==> config.mk <==
export PLATFORM = sky130hd
export DESIGN_NAME = instruction_sequencer
export DESIGN_NICKNAME = d
export VERILOG_FILES = /design/src/rtl/instruction_sequencer.sv
export SDC_FILE = /design/constraint.sdc
export NUM_CORES = 1
export LEC_CHECK = 0
export CAP_MARGIN = 20
export CELL_PAD_IN_SITES_DETAIL_PLACEMENT = 0
export CELL_PAD_IN_SITES_GLOBAL_PLACEMENT = 1
export CORE_MARGIN = 2
export CORE_UTILIZATION = 34
export DETAILED_ROUTE_END_ITERATION = 8
export PLACE_DENSITY_LB_ADDON = 0.1
export SETUP_SLACK_MARGIN = 0.1
export SKIP_LAST_GASP = 1
export SLEW_MARGIN = 0
export SYNTH_ARGS = -nofsm -noshare
export SYNTH_HDL_FRONTEND = slang
export SYNTH_SLANG_ARGS = --single-unit
==> constraint.sdc <==
create_clock -name clk -period 2.7 [get_ports clk]
set_input_delay 0.405 -clock clk [delete_from_list [all_inputs] [get_ports clk]]
set_output_delay 0.405 -clock clk [all_outputs]
set_load 0.02 [all_outputs]
==> src/rtl/instruction_sequencer.sv <==
// Multi-cycle fetch/decode/execute control FSM for the 8-bit ExceptioNull datapath.
// Owns pc and ir; drives the register file, ALU, sign-extension unit and memory handshakes.
//
// state     | meaning
// S_FETCH   | imem_req high until imem_ack; latch ir, pc+1
// S_DECODE  | imm_out driven, opcode classified
// S_EXECUTE | ALU controls valid; BEQZ resolves here
// S_MEM     | dmem_req high until dmem_ack
// S_WRITEBACK | one-cycle rf_we strobe
// S_HALT    | absorbing; only reset leaves
module instruction_sequencer #(
  parameter logic [7:0] PC_RESET = 8'h00
) (
  input  logic       clk,
  input  logic       reset,
  output logic       imem_req,
  output logic [7:0] imem_addr,
  input  logic       imem_ack,
  input  logic [7:0] imem_rdata,
  output logic       dmem_req,
  output logic       dmem_we,
  input  logic       dmem_ack,
  output logic [1:0] imm_out,
  output logic [1:0] rf_raddr_a,
  output logic [1:0] rf_raddr_b,
  input  logic       reg_a_zero,
  output logic       rf_we,
  output logic [1:0] rf_waddr,
  output logic       wb_sel,
  output logic [1:0] alu_op,
  output logic       alu_src_imm,
  output logic [7:0] pc,
  output logic       halted,
  output logic       illegal_op
);

  typedef enum logic [2:0] {
    S_FETCH, S_DECODE, S_EXECUTE, S_MEM, S_WRITEBACK, S_HALT
  } state_t;

  localparam logic [3:0] OP_NOP  = 4'h0;
  localparam logic [3:0] OP_ADD  = 4'h1;
  localparam logic [3:0] OP_SUB  = 4'h2;
  localparam logic [3:0] OP_ADDI = 4'h3;
  localparam logic [3:0] OP_LI   = 4'h4;
  localparam logic [3:0] OP_LW   = 4'h5;
  localparam logic [3:0] OP_SW   = 4'h6;
  localparam logic [3:0] OP_BEQZ = 4'h7;
  localparam logic [3:0] OP_HALT = 4'hF;

  state_t     state, state_nxt;
  logic [7:0] pc_q;
  logic [7:0] ir;
  logic [7:0] sext_q;
  logic       armed;
  logic [3:0] opcode;
  logic       op_defined;
  logic       fetch_done;
  logic       mem_done;

  assign opcode     = ir[7:4];
  assign op_defined = (opcode <= OP_BEQZ) || (opcode == OP_HALT);
  assign fetch_done = imem_req && imem_ack;
  assign mem_done   = dmem_req && dmem_ack;

  // armed holds imem_req low until the first edge after reset is released
  always_ff @(posedge clk or posedge reset) begin
    if (reset) begin
      state <= S_FETCH;
      armed <= 1'b0;
    end else begin
      state <= state_nxt;
      armed <= 1'b1;
    end
  end

  // sext_q mirrors the external registered extender so the branch adder sees the same value
  always_ff @(posedge clk or posedge reset) begin
    if (reset) begin
      pc_q   <= PC_RESET;
      ir     <= 8'h00;
      sext_q <= 8'h00;
    end else begin
      if (state == S_FETCH && fetch_done) begin
        ir   <= imem_rdata;
        pc_q <= pc_q + 8'd1;
      end
      if (state == S_DECODE)
        sext_q <= {{6{ir[1]}}, ir[1:0]};
      if (state == S_EXECUTE && opcode == OP_BEQZ && reg_a_zero)
        pc_q <= pc_q + sext_q;
    end
  end

  always_comb begin
    state_nxt = state;
    case (state)
      S_FETCH:
        if (fetch_done) state_nxt = S_DECODE;
      S_DECODE:
        if (opcode == OP_HALT)                     state_nxt = S_HALT;
        else if (opcode == OP_NOP || !op_defined)  state_nxt = S_FETCH;
        else                                       state_nxt = S_EXECUTE;
      S_EXECUTE:
        if (opcode == OP_LW || opcode == OP_SW) state_nxt = S_MEM;
        else if (opcode == OP_BEQZ)             state_nxt = S_FETCH;
        else                                    state_nxt = S_WRITEBACK;
      S_MEM:
        if (mem_done) state_nxt = (opcode == OP_LW) ? S_WRITEBACK : S_FETCH;
      S_WRITEBACK:
        state_nxt = S_FETCH;
      S_HALT:
        state_nxt = S_HALT;
      default:
        state_nxt = S_FETCH;
    endcase
  end

  always_comb begin
    imem_req    = 1'b0;
    dmem_req    = 1'b0;
    dmem_we     = 1'b0;
    imm_out     = 2'b00;
    rf_we       = 1'b0;
    rf_waddr    = 2'b00;
    wb_sel      = 1'b0;
    alu_op      = 2'b00;
    alu_src_imm = 1'b0;
    halted      = 1'b0;
    illegal_op  = 1'b0;
    case (state)
      S_FETCH:
        imem_req = armed;
      S_DECODE: begin
        imm_out    = ir[1:0];
        illegal_op = !op_defined;
      end
      S_EXECUTE:
        case (opcode)
          OP_SUB:  alu_op = 2'b01;
          OP_ADDI: alu_src_imm = 1'b1;
          OP_LI: begin
            alu_op      = 2'b10;
            alu_src_imm = 1'b1;
          end
          default: alu_op = 2'b00;
        endcase
      S_MEM: begin
        dmem_req = 1'b1;
        dmem_we  = (opcode == OP_SW);
      end
      S_WRITEBACK: begin
        rf_we    = 1'b1;
        rf_waddr = ir[3:2];
        wb_sel   = (opcode == OP_LW);
      end
      S_HALT:
        halted = 1'b1;
      default: ;
    endcase
  end

  assign pc         = pc_q;
  assign imem_addr  = pc_q;
  assign rf_raddr_a = ir[3:2];
  assign rf_raddr_b = ir[1:0];

endmodule
==> results of run 1 <==
cell type report:
| type | count | area (um2) | area share |
|---|---|---|---|
| Tap cell | 50 | 62.6 | 0.0321 |
| Timing Repair Buffer | 54 | 526 | 0.270 |
| Multi-Input combinational cell | 101 | 737 | 0.379 |
| Clock buffer | 4 | 55.1 | 0.0283 |
| Sequential cell | 22 | 552 | 0.283 |
| Inverter | 4 | 15.0 | 0.00771 |
critical path, stage by stage (launching register included):
cell             delay [ns]
dfrtp_2                0.48
or3b_2                 0.53
nor3_1                 0.19
clkdlybuf4s50_1        0.63
kinds of logic after synthesis:
logic type	after synthesis	share of synthesized area
flip-flops	22	0.380
adder cells (fa/ha/maj)	2	0.0173
other	1	0.00259
AND/OR/NAND/NOR	60	0.252
AO/OA/AOI/OAI	20	0.107
XOR/XNOR	7	0.0424
buffers and inverters	25	0.112
multiplexers	11	0.0856
repair_timing:
item / 4_1_cts / 5_1_grt
gates cloned: 0 / 0
endpoints found under the setup margin: 3 / 3
gates resized for setup: 1 / 3
hold buffers: 0 / 0
state kept, by name, indices dropped and copies added, names as in the netlist:
register	count
sext_q	2
armed	1
ir	8
state	3
imem_addr	8
per-layer routing:
metal,share of wire,global-route usage
met1,0.47,0.200
met2,0.45,0.217
met3,0.064,0.0320
met4,0.015,0.0523
met5,0,0
synth_stat cells (5+ instances only):
| cell | count |
|---|---|
| a21oi_1 | 5 |
| and2_1 | 5 |
| and3_1 | 5 |
| buf_4 | 13 |
| dfrtp_1 | 22 |
| mux2_2 | 11 |
| nand2_1 | 6 |
| nand3_1 | 5 |
| nor2_1 | 14 |
| nor3_1 | 6 |
worst max path at each step:
stage | endpoint | slack [ns] | cells after the start
after floorplan | imem_addr[2]$_DFFE_PP0P_ | 0.52 | 10
after global placement | imem_addr[2]$_DFFE_PP0P_ | 0.15 | 10
after detailed placement | imem_addr[2]$_DFFE_PP0P_ | 0.06 | 10
after CTS | alu_op[0] | 0.12 | 3
after global routing | imem_addr[2]$_DFFE_PP0P_ | 0.11 | 10
final | alu_src_imm | 0.20 | 3
power groups by stage:
| stage | logic, W | clock network, W | registers [W] |
|---|---|---|---|
| global placement | 0.00124 | 0 | 0.000646 |
| finish | 0.00124 | 0.000249 | 0.000643 |
| detailed placement | 0.00124 | 0 | 0.000651 |
| CTS | 0.00125 | 0.000259 | 0.000646 |
| global route | 0.00134 | 0.000279 | 0.000676 |
| floorplan | 0.000882 | 0 | 0.000628 |
stage by stage:
stage | hold slack [ns] | utilization | std cells
after floorplan | 0.394 | - | 148
after global placement | 0.483 | 0.464 | 231
after detailed placement | 0.491 | 0.464 | 231
after CTS | 0.480 | 0.478 | 235
after global routing | 0.492 | 0.480 | 235
final | 0.471 | 0.480 | 235
==> metrics.txt, run 1 <==
worst vdd ir 0.000441 V; PD cells 1100 nW/um2; Layout fillers 367; register bit total from synthesis 22; layout cell share with drive strength beyond 1 0.195; clk_lat worst skew 0.27 ns; Clock Root Buffer clkbuf_8; CTS buffer count 3; Final WS setup 0.196 ns; worst setup path startpoint state[1]$_DFFE_PP0P_; fmax 0.399 GHz; Initial Util 0.357; reg-to-reg critical path startpoint state[0]$_DFFE_PP0P_; Crit Path Category reg2out; Syn. warnings 0; post-synthesis sequential area ratio 0.380; Detailed Place HPWL 2400 um; critical path required time 2.30 ns; row count 23; CTS Buffer Depth 2; pre-CTS setup slack 0.0586 ns; CTS tree yes; top cell type's share of synthesized area 0.380; internal power 0.00120 W; vias in the first global route 1146; commonest non-fill, non-tap cell in the layout clkdlybuf4s50_1; flop2flop setup slack 0.32 ns; Vias/cell 5.06; P&R area growth vs syn 34.5%; # clock sinks 22; ant diodes 0; initial antenna violation count 0; # Post-CTS Setup Buffers 0; CP startpoint kind flop; unrepaired setup endpoints after global routing no; leak pwr 0.847 nW; Detail Route Antenna Nets 0; mapped cell area 1450 um2; Most used DFF post-synth dfrtp_1; Net Switching 0.000928 W; io pins 47; Async SR Flop Fraction 1.00; CP Capture Type output pin; most frequent cells in the layout clkdlybuf4s50_1, dfrtp_1, nor2_1; Die Ht 69.3 um; max-cap viol count 0; nets 201; # DRC 0; Cell variety after synth 42; average size of a mapped cell 9.78 um2; post-synth top area cell dfrtp_1; Core ar. 4060 um2; GRT overflow 0; critical-path maximum fanout 10; Die X 69.3 um; H-Tree Depth 1; status finished, final reports clean; final wirelength 3290 um; Post-synth EDFFs 0; clock slew at reported path FFs 0.09 ns; GRT Total Usage 0.143; register share of total power 0.301; Final Cycle Share 0.928; reg2reg end imem_addr[2]$_DFFE_PP0P_; Reg2Reg Depth 10; setup violators final 0; IO Port Bufs 46; Synth Instances 148; CP arrival 2.10 ns; via count 1189; Final min period 2.50 ns; Overall Power 0.00213 W; Hold Path Class in2async; sw frac 0.435; Initial DRT Pass Iterations 4; Total Neg Setup Slack 0 ns; Post-DP Area 1880 um2; fin. max-slew vios 0; post-synth net total 163; Setup Skew 0.00293 ns; Fin. Hold Viols 0; Combinational Power Share 0.582; clock share of power 0.117; maximum number of pins on one net before global-route repair 23; Wirelength per Cell 14.0 um; Finished Cell Area 1950 um2; initial drt markers 76; full die area 4800 um2; first-pass GRT wire length 5540 um; top cells by area, synth dfrtp_1, mux2_2, buf_4; gpl congestion 0.778
No activity file was read; power rests on OpenSTA's default activity.
==> run 2: changes to the inputs <==
--- a/config.mk
+++ b/config.mk
@@ -9,8 +9,9 @@
 export CELL_PAD_IN_SITES_DETAIL_PLACEMENT = 0
 export CELL_PAD_IN_SITES_GLOBAL_PLACEMENT = 1
 export CORE_MARGIN = 2
-export CORE_UTILIZATION = 34
+export CORE_UTILIZATION = 45
 export DETAILED_ROUTE_END_ITERATION = 8
+export DONT_BUFFER_PORTS = 1
 export PLACE_DENSITY_LB_ADDON = 0.1
 export SETUP_SLACK_MARGIN = 0.1
 export SKIP_LAST_GASP = 1
==> metrics.txt, run 2 (synthesis results as in run 1) <==
worst vdd ir 0.000564 V; unrepaired setup endpoints after global routing no; Hold WS 0.137 ns; commonest non-fill, non-tap cell in the layout dfrtp_1; CP max stage delay 0.49 ns; io pins 47; Detail Route Antenna Nets 0; # Post-CTS Setup Buffers 0; worst setup path startpoint ir[7]$_DFFE_PP0P_; IO Port Bufs 0; pre-CTS setup slack 0.300 ns; status finished, final reports clean; Final Cycle Share 0.881; most used cell, CP ha_1; CP Capture Type flop; Overall Power 0.00180 W; via count 1039; P&R area growth vs syn 2.59%; first-pass GRT wire length 4510 um; final wirelength 2760 um; worst-path cell chain and2b_2 -> nand3_1 -> or2_2 -> ha_1 -> ha_1 -> nor3_1 -> a21oi_1 -> o22ai_1 -> xor2_1; Initial DRT Pass Iterations 4; initial drt markers 42; PD cells 1220 nW/um2; slew margin rel. 0.444; row count 20; CTS Buffer Depth 2; Setup Skew 0.00530 ns; Worst path slowest cell dfrtp_1; # clock sinks 22; CTS buffer count 3; GRT Total Usage 0.165; nets 157; Detailed Place HPWL 2100 um; Vias/cell 5.62; Wirelength per Cell 14.9 um; Total Neg Setup Slack 0 ns; cts repair resizes 0; most frequent cells in the layout dfrtp_1, nor2_1, mux2_2; max-cap viol count 0; setup violators final 0; clk_lat worst skew 0.30 ns; CTS Hold Buffers Added 0; CP arrival 2.61 ns; Clock Root Buffer clkbuf_4; # DRC 0; Crit Path Category reg2reg; H-Tree Depth 1; ant diodes 0; Die X 60.7 um; CTS tree yes; clock slew at reported path FFs 0.12 ns; layout cell share with drive strength beyond 1 0.270; critical-path maximum fanout 9; Hold Path Class in2async; fmax 0.421 GHz; Core ar. 3050 um2; gpl congestion 0.869; Fin. Hold Viols 0; fin. max-slew vios 0; Final WS setup 0.322 ns; Final min period 2.38 ns; leak pwr 0.654 nW; GRT overflow 0; initial antenna violation count 0; critical path required time 2.93 ns; Die Ht 60.7 um; full die area 3690 um2; CP startpoint kind flop; Initial Util 0.474; vias in the first global route 940; worst slew pin tran 0.833 ns; reg-to-reg critical path startpoint ir[7]$_DFFE_PP0P_; Layout fillers 312; maximum number of pins on one net before global-route repair 23
run 2: final timing paths:
kind                                                  to  cells after the start  slack, ns
worst max register to register  imem_addr[2]$_DFFE_PP0P_                      9       0.32
worst min-delay path            imem_addr[0]$_DFFE_PP0P_                      1       0.14
worst min register to register     sext_q[0]$_DFFE_PP0P_                      1       0.52
max in group asynchronous              ir[5]$_DFFE_PP0P_                      1       2.00
min in group clk                       ir[6]$_DFFE_PP0P_                      1       0.24
worst max-delay path            imem_addr[2]$_DFFE_PP0P_                      9       0.32
run 2: where the power goes:
group	switching [W]	internal, W
clock network	0.0000956	0.000150
logic	0.000433	0.000339
registers	0.000324	0.000464
total	0.000852	0.000953
run 2: area by class of cell:
cell class	instances	area, um2	area share
Tap cell	44	55.1	0.0371
Multi-Input combinational cell	101	736	0.495
Inverter	4	15.0	0.0101
Timing Repair Buffer	10	75.1	0.0505
Clock inverter	1	30.0	0.0202
Clock buffer	3	22.5	0.0152
Sequential cell	22	552	0.372
run 2: worst max-delay path: cells and delay by family (launching register included):
family | cells | cell delay (ns)
xor gates and xnor gates | 1 | 0.17
adders and majority gates | 2 | 0.53
DFF | 1 | 0.49
AOI/OAI and AO/OA | 2 | 0.21
and+or+nand+nor | 4 | 0.92
run 2: through the flow:
stage | utilization | area (um2) | instances
after floorplan | - | 1450 | 148
after detailed placement | 0.468 | 1430 | 181
after global placement | 0.468 | 1430 | 181
after CTS | 0.486 | 1480 | 185
after global routing | 0.486 | 1490 | 185
final | 0.486 | 1490 | 185
run 2: metal layers:
metal	part of all wire	global-route usage	vias up
met5	0	0	-
met4	0.0069	0.0280	0
met3	0.085	0.0533	2
met2	0.44	0.240	44
met1	0.47	0.245	500
li1	-	-	493
==> run 3: changes to the inputs <==
--- a/config.mk
+++ b/config.mk
@@ -5,9 +5,10 @@
 export SDC_FILE = /design/constraint.sdc
 export NUM_CORES = 1
 export LEC_CHECK = 0
-export CAP_MARGIN = 20
+export CAP_MARGIN = 5
 export CELL_PAD_IN_SITES_DETAIL_PLACEMENT = 0
 export CELL_PAD_IN_SITES_GLOBAL_PLACEMENT = 1
+export CORE_ASPECT_RATIO = 0.8
 export CORE_MARGIN = 2
 export CORE_UTILIZATION = 45
 export DETAILED_ROUTE_END_ITERATION = 8
==> metrics.txt, run 3 (synthesis results as in run 1) <==
Clock Root Buffer clkbuf_8; pre-CTS setup slack 0.288 ns; fmax 0.430 GHz; Crit Path Category reg2reg; worst slew pin tran 0.829 ns; Post-DP Area 1430 um2; clk_lat worst skew 0.26 ns; Non-Filler Instances 181; # Post-CTS Setup Buffers 0; nets 157; status finished, final reports clean; Setup Skew 0.00276 ns; CP Capture Type flop; ant diodes 0; maximum number of pins on one net before global-route repair 23; Initial DRT Pass Iterations 4; Final Cycle Share 0.861; Vias/cell 5.76; Layout fillers 297; # clock sinks 22; Detailed Place HPWL 2080 um; fin. max-slew vios 0; vias in the first global route 970; clock slew at reported path FFs 0.08 ns; IO Port Bufs 0; first-pass GRT wire length 4550 um; Die Ht 54.7 um; commonest non-fill, non-tap cell in the layout dfrtp_1; unrepaired setup endpoints after global routing no; GRT overflow 0; Detail Route Antenna Nets 0; CP startpoint kind flop; Die X 67.4 um; slew margin rel. 0.446; leak pwr 0.654 nW; critical path required time 2.88 ns; Total Neg Setup Slack 0 ns; layout cell share with drive strength beyond 1 0.270; row count 18; CTS tree yes; initial drt markers 41; Finished Cell Area 1480 um2; H-Tree Depth 1; most frequent cells in the layout dfrtp_1, nor2_1, mux2_2; Wirelength per Cell 15.2 um; PD cells 1210 nW/um2; final wirelength 2760 um; Final min period 2.32 ns; Hold Path Class in2async; CTS Buffer Depth 2; Post-Place Cells 177; Core ar. 3090 um2; max-cap viol count 0; # DRC 0; fin util 0.481; setup violators final 0; full die area 3690 um2; GRT Total Usage 0.171; critical-path maximum fanout 13; gpl congestion 0.800; Final WS setup 0.375 ns; Initial Util 0.469; worst vdd ir 0.000548 V; CTS buffer count 3; CP arrival 2.51 ns; P&R area growth vs syn 2.42%; Fin. Hold Viols 0; initial antenna violation count 0; io pins 47; via count 1042
==> run 3: changes by cell type in the layout (fill, tap and decap cells not counted), sizes merged <==
| cell | change |
|---|---|
| bufinv | -1 |
| clkbuf | +1 |
==> run 3: final timing paths <==
kind / to / from / slack (ns) / cells after the start
max: imem_addr[2]$_DFFE_PP0P_ / ir[4]$_DFFE_PP0P_ / 0.38 / 9
min: imem_addr[2]$_DFFE_PP0P_ / reset / 0.20 / 1
max reg2reg: imem_addr[2]$_DFFE_PP0P_ / ir[4]$_DFFE_PP0P_ / 0.38 / 9
min reg2reg: sext_q[0]$_DFFE_PP0P_ / sext_q[0]$_DFFE_PP0P_ / 0.53 / 1
max in group asynchronous: ir[4]$_DFFE_PP0P_ / reset / 1.94 / 1
min in group clk: ir[6]$_DFFE_PP0P_ / imem_rdata[6] / 0.29 / 1
==> run 3: timing repair <==
item,in CTS,in global routing
setup endpoints to repair,0,1
resized for setup,0,2
hold buffers,0,0
==> run 3: final cells by class <==
type	instances	area (um2)	area share
clock buffer	4	55.1	0.0371
inverter	4	15.0	0.0101
multi-input combinational	101	734	0.495
sequential	22	553	0.373
tap	40	50.0	0.0338
timing repair buffer	10	75.1	0.0506
==> run 3: worst max-delay path, cell delays in order, from the launching register on <==
cell	delay (ns)
dfrtp_2	0.48
and3_1	0.25
nand3_1	0.16
or2_2	0.31
ha_1	0.26
ha_1	0.27
nor3_1	0.15
a21oi_1	0.06
o22ai_1	0.15
xor2_1	0.17
==> run 3: routing by layer <==
| metal | global-route usage | wire length [um] | vias to the layer above |
|---|---|---|---|
| met5 | 0 | 0 | - |
| met3 | 0.0700 | 236 | 2 |
| met2 | 0.243 | 1160 | 44 |
| met4 | 0.0306 | 14 | 0 |
| met1 | 0.245 | 1350 | 499 |
| li1 | - | - | 497 |
==> run 3: where the power goes <==
group	switching [W]	total, W	leakage, nW	internal [W]
clock network	0.000101	0.000231	0.0288	0.000130
registers	0.000334	0.000800	0.272	0.000466
logic	0.000426	0.000764	0.353	0.000338
total	0.000861	0.00179	0.654	0.000934
==> run 3: metrics by stage <==
step                hold WS [ns]  total power [W]
finish                     0.195          0.00179
global route               0.275          0.00194
CTS                        0.227          0.00181
detailed placement         0.505          0.00157
global placement           0.499          0.00156
floorplan                  0.394          0.00151
